File: src/rtl/audio_pkg.sv
// Shared audio-path definitions: ADC widths, scheduler state
// encoding, filter designators and a mux-index helper.
package audio_pkg;

    localparam int ADC_N    = 10;
    localparam int ADC_CH_W = 3;

    typedef enum logic [1:0] {
        IDLE,
        ISSUE,
        WAIT
    } sched_state_t;

    typedef enum logic {
        FILT_LPF = 1'b0,
        FILT_HPF = 1'b1
    } filt_sel_t;

    // ADC mux index for an offset from a base channel,
    // truncated to the mux select width.
    function automatic logic [ADC_CH_W-1:0] ch_sel(
        input int base,
        input int off
    );
        int s;
        s = base + off;
        return s[ADC_CH_W-1:0];
    endfunction

endpackage

File: src/rtl/adc_conv_scheduler.sv
// Shares one ADC between audio and round-robin control channels.
// Ports: clk/reset; enable; conv_start/conv_ch/conv_busy/conv_done/
// conv_data (ADC side); audio_sample/valid, ctrl_val/valid; timeout_err.
module adc_conv_scheduler
    import audio_pkg::*;
#(
    parameter int N         = ADC_N,
    parameter int CHANNELS  = 2,
    parameter int AUDIO_CH  = 0,
    parameter int CTRL_BASE = 1,
    parameter int CTRL_DIV  = 16,
    parameter int TIMEOUT   = 64
) (
    input  logic                  clk,
    input  logic                  reset,
    input  logic                  enable,
    output logic                  conv_start,
    output logic [ADC_CH_W-1:0]   conv_ch,
    input  logic                  conv_busy,
    input  logic                  conv_done,
    input  logic [N-1:0]          conv_data,
    output logic [N-1:0]          audio_sample,
    output logic                  audio_valid,
    output logic [CHANNELS*N-1:0] ctrl_val,
    output logic [CHANNELS-1:0]   ctrl_valid,
    output logic                  timeout_err
);

    localparam int ACNT_W = $clog2(CTRL_DIV + 1);
    localparam int TCNT_W = (TIMEOUT > 1) ? $clog2(TIMEOUT) : 1;
    localparam int RR_W   = (CHANNELS > 1) ? $clog2(CHANNELS) : 1;

    localparam logic [ACNT_W-1:0] ACNT_MAX = ACNT_W'(CTRL_DIV);
    localparam logic [TCNT_W-1:0] TCNT_MAX = TCNT_W'(TIMEOUT - 1);
    localparam logic [RR_W-1:0]   RR_LAST  = RR_W'(CHANNELS - 1);

    sched_state_t      state;
    logic [ACNT_W-1:0] acnt;
    logic [TCNT_W-1:0] tcnt;
    logic [RR_W-1:0]   rr;
    logic              cur_ctrl;
    logic [RR_W-1:0]   cur_idx;

    always_ff @(posedge clk or posedge reset) begin
        if (reset) begin
            state        <= IDLE;
            acnt         <= '0;
            tcnt         <= '0;
            rr           <= '0;
            cur_ctrl     <= 1'b0;
            cur_idx      <= '0;
            conv_start   <= 1'b0;
            conv_ch      <= '0;
            audio_sample <= '0;
            audio_valid  <= 1'b0;
            ctrl_val     <= '0;
            ctrl_valid   <= '0;
            timeout_err  <= 1'b0;
        end else begin
            conv_start  <= 1'b0;
            audio_valid <= 1'b0;
            ctrl_valid  <= '0;
            unique case (state)
                IDLE: begin
                    // Selection is only consumed when an issue happens,
                    // so a busy ADC simply defers it.
                    if (enable && !conv_busy) begin
                        if (acnt == ACNT_MAX) begin
                            cur_ctrl <= 1'b1;
                            cur_idx  <= rr;
                            conv_ch  <= ch_sel(CTRL_BASE, int'(rr));
                            acnt     <= '0;
                            rr       <= (rr == RR_LAST) ? '0 : rr + 1'b1;
                        end else begin
                            cur_ctrl <= 1'b0;
                            conv_ch  <= ch_sel(AUDIO_CH, 0);
                            acnt     <= acnt + 1'b1;
                        end
                        state <= ISSUE;
                    end
                end
                ISSUE: begin
                    // conv_start is seen in the first WAIT cycle, which
                    // is where the timeout count starts from zero.
                    conv_start <= 1'b1;
                    tcnt       <= '0;
                    state      <= WAIT;
                end
                WAIT: begin
                    if (conv_done) begin
                        if (cur_ctrl) begin
                            ctrl_val[cur_idx*N +: N] <= conv_data;
                            ctrl_valid[cur_idx]      <= 1'b1;
                        end else begin
                            audio_sample <= conv_data;
                            audio_valid  <= 1'b1;
                        end
                        state <= IDLE;
                    end else if (tcnt == TCNT_MAX) begin
                        timeout_err <= 1'b1;
                        state       <= IDLE;
                    end else begin
                        tcnt <= tcnt + 1'b1;
                    end
                end
                default: state <= IDLE;
            endcase
        end
    end

endmodule

File: config.mk
export PLATFORM = sky130hd
export DESIGN_NAME = adc_conv_scheduler
export DESIGN_NICKNAME = d
export VERILOG_FILES = /design/src/rtl/audio_pkg.sv /design/src/rtl/adc_conv_scheduler.sv
export SDC_FILE = /design/constraint.sdc
export NUM_CORES = 1
export LEC_CHECK = 0
export ABC_AREA = 1
export CAP_MARGIN = 20
export CORE_ASPECT_RATIO = 1.5
export CORE_MARGIN = 8
export CORE_UTILIZATION = 48
export CTS_CLUSTER_DIAMETER = 60
export DETAILED_ROUTE_END_ITERATION = 10
export PLACE_DENSITY = 0.78
export SYNTH_ARGS = -nofsm -noshare
export SYNTH_HDL_FRONTEND = slang
export SYNTH_SLANG_ARGS = --single-unit
File: constraint.sdc
create_clock -name clk -period 2.11 [get_ports clk]
set_input_delay 0.422 -clock clk [delete_from_list [all_inputs] [get_ports clk]]
set_output_delay 0.422 -clock clk [all_outputs]
set_load 0.01 [all_outputs]
==> results of run 1 <==
stage by stage:
stage	cells	worst slack [ns]	hold slack [ns]
floorplan	226	0.4018	0.4562
global placement	322	0.3257	0.4390
detailed placement	322	0.2255	0.4466
CTS	329	0.4484	0.4687
global route	329	0.4109	0.4859
finish	329	0.4678	0.4615
power breakdown:
| part | leakage, nW | internal, W | switching (W) |
|---|---|---|---|
| logic | 0.637 | 0.000566 | 0.000486 |
| registers | 0.701 | 0.00132 | 0.000198 |
| clock network | 0.0433 | 0.000260 | 0.000319 |
metal layers:
| metal | vias up | global-route usage [%] |
|---|---|---|
| met1 | 760 | 15.16 |
| met2 | 45 | 22.22 |
| met5 | - | 0 |
| met4 | 0 | 4.348 |
| met3 | 4 | 6.769 |
| li1 | 812 | - |
layout make-up:
type,instances,area (um2)
fillers,370,1605
flip-flops and latches,53,1326
multi-input cells,138,689.4
repair buffers,55,553.0
inverters,28,105.1
clock buffers,6,82.58
well taps,48,60.06
clock inverters,1,7.507
cell families (layout without fill, tap and decap cells):
group / after synthesis / in the layout / share of synthesized area [%]
adders and majority gates: 3 / 3 / 1.739
and+or+nand+nor: 89 / 89 / 17.74
AOI/OAI and AO/OA: 40 / 40 / 10.26
xor gates and xnor gates: 5 / 5 / 2.029
buffers and inverters: 35 / 90 / 6.608
other: 1 / 1 / 0.1737
DFF: 53 / 53 / 61.45
layout by cell type (no fill, tap or decap), types with 2 or more instances in the layout:
cell type                         netlist  layout
sky130_fd_sc_hd__nand2_1               43      43
sky130_fd_sc_hd__dfrtp_1               53      53
sky130_fd_sc_hd__buf_4                  2       3
sky130_fd_sc_hd__inv_2                  2       3
sky130_fd_sc_hd__clkbuf_8               0       6
sky130_fd_sc_hd__nor2_1                25      25
sky130_fd_sc_hd__clkdlybuf4s50_1        0      51
sky130_fd_sc_hd__o21ai_1                2       2
sky130_fd_sc_hd__xor2_1                 5       5
sky130_fd_sc_hd__nand3_1               15      15
sky130_fd_sc_hd__o21ai_0               23      23
sky130_fd_sc_hd__ha_1                   3       3
sky130_fd_sc_hd__a21oi_1               11      11
sky130_fd_sc_hd__inv_1                 26      25
flip-flops by register name, indices dropped and copies added (netlist names):
register      count
acnt              5
state             2
conv_start        1
rr                1
audio_sample     10
ctrl_val         20
ctrl_valid        2
tcnt              6
audio_valid       1
cur_ctrl          1
cur_idx           1
timeout_err       1
conv_ch           2
worst reg2reg max path: cells and delay by family, from the launching register on:
kind | cells | cell delay, ns
AO/OA/AOI/OAI | 1 | 0.31
buffers and inverters | 2 | 0.17
flip-flops | 1 | 0.39
AND/OR/NAND/NOR | 2 | 0.46
path summary, 6_finish.rpt:
check	from	to	slack, ns
worst max register to register	state[0]	ctrl_val[0]	0.69
min in group asynchronous	reset	tcnt[3]	0.47
worst min register to register	timeout_err	timeout_err	0.46
worst min-delay path	timeout_err	timeout_err	0.46
max in group asynchronous	reset	ctrl_valid[1]	1.39
worst max-delay path	ctrl_val[9]	ctrl_val[9]	0.47
==> results.md, run 1 <==
Outcome:
- The run finished with clean final reports.

Place:
- The placed instances occupy a cell area of 2734 um2.
- The routability-driven placement congestion ratio is 0.7288.
- Summed over all nets, the half-perimeter wirelength after detailed placement is about 3200 um.
- The quantity of I/O buffers inserted on ports is 51.

Floorplan:
- For this configuration, the core starts out at a cell density of 48.73%.
- The core region is between 4000 and 5000 um2.
- The placement row count is 30.
- The floorplan step set the die width to about 71 um.
- The floorplan step set the die height to 98.13 um.
- The total I/O pin count is 53.
- The die covers 6942 um2.

Clocking:
- The TritonCTS clock tree is yes.
- The buffer cell driving the clock tree root is sky130_fd_sc_hd__clkbuf_8.
- The deepest clock path buffer count is 2.
- The H-tree depth is 2.
- Buffers inserted during clock tree synthesis total 5.
- The count of instances resized after the clock tree is built is 0.
- The later-pin clock latency in the skew report is 0.30 ns.
- The buffer count from post-CTS setup fixing is 0.
- The register clock-pin slew on the reported worst setup and hold paths is 0.09 ns.
- The quantity of hold-fixing buffers added after cts is 0.
- CTS saw 53 sinks.

Critical path:
- The family with the most delay on the worst path is buffers and inverters.
- The number of cells on the critical path is 1.
- STA classifies the critical path startpoint as a flop.
- The highest net fanout along the worst path is 2.
- Traced cell by cell, the critical path runs through clkdlybuf4s50_1.
- For the worst setup path, the data arrival time is 1.22 ns.
- The worst setup path is of the flop to primary output kind.
- On the worst path, the slowest cell contributes a delay of 0.56 ns.
- Measured in cells, the most critical reg-to-reg path has a length of 5.
- The critical path buffer and inverter count is 1.
- The element type at the critical path end is a primary output.
- At the worst endpoint, the required time is 1.69 ns.
- The master of the slowest instance on the critical path is sky130_fd_sc_hd__clkdlybuf4s50_1.

Final layout:
- Measured on the finished design, the core utilization comes to 63.76%.
- The cell area after layout is 2824 um2.
- The final-stage net count is 299.
- The layout-stage area growth over the synthesis result is 30.84%.
- Of the cells placed in the final design, the portion with a size suffix greater than 1 is 8.185%.
- The count of inserted antenna diode cells is 0.

GRT:
- The maximum number of pins on one net before global-route repair is 54.
- Global routing used 13.68% of the available tracks across all layers.
- The via count of the first global-routing pass is 1,750.
- The first-pass GRT wire length is 7748 um.
- The initial antenna violation count is 0.
- The leftover overflow at the end of global routing is 0.

STA:
- Clock skew on the completed layout was measured at 0.007264 ns.
- The max-slew violation count came to 0.
- Setup repair after global routing left no endpoint under its margin.
- The post-route minimum period is 1.642 ns.
- In the final timing run, aggregate negative setup slack is 0 ns.
- The ratio of final minimum period to clock period is 77.83%.
- The fmax is ~610 MHz.
- The final count of hold timing violations came to 0.
- Setup violations remaining at the end of the flow were counted as 0.

Min path:
- The worst hold path belongs to the class flop to flop.
- The instance count along the most critical hold path is 1.

Synth:
- For this run, the number of Yosys warnings is 0.
- The net count of the mapped netlist is ~240.
- The synthesized netlist contains 25 unique library cells.
- The sequential-to-total area share from yosys stat is 61.45%.
- The per-instance average area after synthesis is approximately 9.6 um2.
- Synthesis produced a netlist whose cell count is 226.
- In the post-synthesis netlist, the cell with the most instances is sky130_fd_sc_hd__dfrtp_1.
- The top cell type by area accounts for 61.45% of the synthesized area.
- The post-synth design cell area is 2158 um2.
- Yosys mapped a number of flops with a built-in enable equal to 0.
- The cell taking the most area after synthesis is sky130_fd_sc_hd__dfrtp_1.
- Counting instances in the post-synthesis netlist gives the leading cell types as sky130_fd_sc_hd__dfrtp_1, sky130_fd_sc_hd__nand2_1, sky130_fd_sc_hd__inv_1.
- Yosys attributes the largest share of cell area to sky130_fd_sc_hd__dfrtp_1, sky130_fd_sc_hd__nand2_1, sky130_fd_sc_hd__o21ai_0.
- The total of flip-flops plus latches after synthesis is 53.
- The share of flip-flops with an asynchronous set or reset after synthesis is between 90% and 100%.
- The most used flip-flop cell after synthesis is sky130_fd_sc_hd__dfrtp_1.

Pwr:
- Summed over all cells, the static leakage comes to 1.381 nW.
- The worst-case IR drop observed on VDD is 0.6956 mV.
- Dividing total power by cell area gives a power density of 1115 nW/um2.
- The sum of internal, switching and leakage power is about 0.0031 W.

Route:
- The routed design has ~4500 um of wire.
- After detailed routing, the number of remaining DRC violations is 0.
- The wire length on met3 is 430 um.
- After detailed routing, the wire length on met1 is around 1900 um.
- The highest layer touched by signal routing is met4.
- The pre-antenna-repair detailed-routing pass consisted of 4 iterations.
- The via total after detailed routing is 1,621.
- The first-iteration detailed-routing DRC count is 34.
- Summed over all nets, wire length on met2 after detailed routing comes to between 2000 and 2500 um.
- The mean number of vias per cell is 4.927.
- The wire length per cell after detailed routing is 13.78 um.
- The count of antenna-violating nets left after detailed routing is 0.

Run:
- Across the run, the number of max-cap violations was 0.
Note: power is estimated with default switching activity, not from simulation.
==> inputs of run 2 (changes only) <==
--- a/config.mk
+++ b/config.mk
@@ -9,10 +9,10 @@
 export CAP_MARGIN = 20
 export CORE_ASPECT_RATIO = 1.5
 export CORE_MARGIN = 8
-export CORE_UTILIZATION = 48
+export CORE_UTILIZATION = 44
 export CTS_CLUSTER_DIAMETER = 60
 export DETAILED_ROUTE_END_ITERATION = 10
-export PLACE_DENSITY = 0.78
+export PLACE_DENSITY = 0.75
 export SYNTH_ARGS = -nofsm -noshare
 export SYNTH_HDL_FRONTEND = slang
 export SYNTH_SLANG_ARGS = --single-unit
==> constraint.sdc (replaced) <==
create_clock -name clk -period 1.4 [get_ports clk]
set_input_delay 0.28 -clock clk [delete_from_list [all_inputs] [get_ports clk]]
set_output_delay 0.28 -clock clk [all_outputs]
set_load 0.01 [all_outputs]
==> run 2 against run 1 <==
- setup slack worse by 0.37 ns
- clock power is 54% higher
- clock-buffer cell count stayed put
- cell count is 8.5% higher
- global-route usage is 0.056 points lower
- total power is 47% higher
- combinational power is 38% higher
- first-iteration DRC count is 140% higher
==> results.md, run 2 (synthesis gave the netlist of run 1 again) <==
Outcome:
- The run finished with clean final reports.

GRT:
- The global-route usage over all layers is ~14%.
- The first global-routing pass estimated just over 8000 um of wire.
- The met1 track demand over resource is between 10 and 15%.
- The maximum number of pins on one net before global-route repair is 22.
- The via count of the first global-routing pass is roughly 1,800.
- The leftover overflow at the end of global routing is 0.
- met2 is the most crowded layer.
- The met3 track demand over resource in global routing is 5.847%.
- In the global route stage, met2 resource usage came out at 23.08%.
- The initial antenna violation count was 0.

Critical path:
- The type of the worst setup path is flop to flop.
- The capture point of the worst path is tcnt[0].
- The category of the worst setup path launch point is a flop.
- The critical path buffer and inverter count is 1.
- The number of cells on the critical path is 6.
- Data on the critical path is required at its endpoint by between 1.5 and 2 ns.
- The endpoint of the worst register-to-register path is tcnt[0].
- The logic depth of the worst register-to-register path is 6.
- Grouping stages by cell kind, the critical path spends the most delay in flip-flops.
- On the worst path, the slowest cell contributes a delay of 0.38 ns.
- The slowest stage of the critical path is the sky130_fd_sc_hd__dfrtp_1 cell.
- The arrival time of the worst setup path is 1.49 ns.
- The element type at the critical path end is a flop.
- The startpoint of the most critical setup path is tcnt[1].
- Traced cell by cell, the critical path runs through ha_2 -> nand2_1 -> o21ai_4 -> inv_1 -> nor2_1 -> a21oi_2.
- The worst register-to-register path begins at tcnt[1].
- Of all nets on the critical path, the largest fanout is 5.
- Setup slack on the worst reg-to-reg path comes out at roughly 0.10 ns.

Final layout:
- The top cell types in the final layout, fill and taps aside, are sky130_fd_sc_hd__dfrtp_1, sky130_fd_sc_hd__nand2_1, sky130_fd_sc_hd__dlygate4sd2_1.
- ctrl_val holds more flip-flops than any other register.
- The number of flip-flops under the largest register name is 20.
- The layout-stage area growth over the synthesis result is 35.65%.
- The share of final-layout standard cells stronger than drive strength 1 is 13.06%.
- The number of filler instances in the final layout is 427.
- The final layout contains around 310 nets.
- The cell area after layout is 2928 um2.
- The number of antenna diodes in the final layout is 0.
- The largest registers in the layout are ctrl_val x20, audio_sample x10, tcnt x6.
- The most common cell after layout, fill and taps aside is sky130_fd_sc_hd__dfrtp_1.

STA:
- The max-slew violation count came to 0.
- The fmax is 770.0 MHz.
- Across all setup checks in the final design, the least slack found is 0.1013 ns.
- The final setup violation count is 0.
- The post-route minimum period is 1.299 ns.
- Clock skew on the completed layout was measured at 0.004689 ns.
- The ratio of final minimum period to clock period is 92.76%.
- The final count of hold timing violations was 0.
- Setup repair after global routing left no endpoint under its margin.

Route:
- The DRC violations left is 0.
- For this run, the detailed router's first-pass iteration total came to 4.
- Dividing the detail-routed wire length by the instance count gives 13.17 um.
- After the first detailed-routing iteration, the DRC count stood at 83.
- After detailed routing, the number of vias per cell comes to 4.667.
- The routed layout has 1,666 vias.
- The detail route stage leaves a number of antenna-violating nets equal to 0.
- The final routed wirelength across all metal layers is 4703 um.

Floorplan:
- The height of the chip is between 100 and 150 um.
- The effective utilization at floorplan is a little under half.
- The overall die area is 7449 um2.
- The die width is 73.19 um.
- The core region is 4771 um2.
- The placement row count is 31.
- The total I/O pin count is 53.

Place:
- The placed cell area is between 2000 and 3000 um2.
- The estimated wirelength of the detail-placed design is 3528 um.
- The pre-CTS setup slack is -0.1815 ns.
- The quantity of I/O buffers inserted on ports is 51.
- The routability-driven placement congestion ratio is around 0.75.

Clocking:
- The register clock-pin slew on the reported worst setup and hold paths is around 0.090 ns.
- The deepest clock path buffer count is 2.
- In this run the number of H-tree levels came out at 2.
- The TritonCTS clock tree is yes.
- The TritonCTS buffer count is 5.
- The number of clock sinks is 53.
- The later-pin clock latency in the skew report is 0.30 ns.
- The buffer cell driving the clock tree root is sky130_fd_sc_hd__clkbuf_8.

Run:
- Max-cap violations in this run came to 0.

Pwr:
- The sum of internal, switching and leakage power is 0.004615 W.
- Across the VDD grid, the largest voltage drop is ~0.86 mV.
- The power density over the cells is 1576 nW/um2.
- The leakage power is approximately 1.6 nW.

Min path:
- The class of the tightest hold or removal check is input port to async pin.
[run 2: cell types whose count changed in the layout (fill, tap and decap cells not counted), moves of 2 or more]
cell	delta
sky130_fd_sc_hd__nor2_1	-2
sky130_fd_sc_hd__buf_4	+6
sky130_fd_sc_hd__buf_12	+3
sky130_fd_sc_hd__dlygate4sd2_1	+37
sky130_fd_sc_hd__clkdlybuf4s50_1	-37
sky130_fd_sc_hd__inv_1	-2
[run 2: metrics by stage]
stage / setup TNS, ns / hold WS, ns / instances / util (%)
global placement: -2.112 / 0.4379 / 346 / 59.59
floorplan: 0 / 0.3414 / 226 / -
finish: 0 / 0.2939 / 357 / 61.37
global route: 0 / 0.3281 / 357 / 61.37
CTS: 0 / 0.2940 / 354 / 60.69
detailed placement: -3.297 / 0.4468 / 346 / 59.59
[run 2: per-layer routing]
layer	routed length [um]	up-vias
met1	2017	783
met4	56	0
met2	2269	44
met5	0	-
met3	360	7
li1	-	832
[run 2: worst min-delay path by stage]
stage                startpoint              end  slack, ns
floorplan                 reset          acnt[0]       0.34
global placement    timeout_err      timeout_err       0.44
detailed placement  timeout_err      timeout_err       0.45
CTS                       reset      ctrl_val[6]       0.29
global route              reset  audio_sample[7]       0.33
finish                    reset  audio_sample[6]       0.29
[run 2: area by class of cell]
cell class	instances	area, um2	area share, %
sequential	53	1326	45.30
timing repair buffer	64	611.8	20.90
clock buffer	6	82.58	2.821
inverter	28	108.9	3.718
tap	66	82.58	2.821
clock inverter	2	13.76	0.4701
multi-input combinational	138	701.9	23.97
[run 2: power breakdown]
part           leakage [nW]  switching [W]  internal (W)  total, W
clock                0.0512       0.000490      0.000402  0.000892
combinational         0.829       0.000773      0.000680   0.00145
sequential            0.701       0.000284       0.00199   0.00227
[run 2: timing repair]
action | 4_1_cts | 5_1_grt
resized for setup | 38 | 5
buffers inserted | 0 | 3
hold buffers | 0 | 0
pin swaps | 0 | 1
endpoints found under the setup margin | 38 | 10
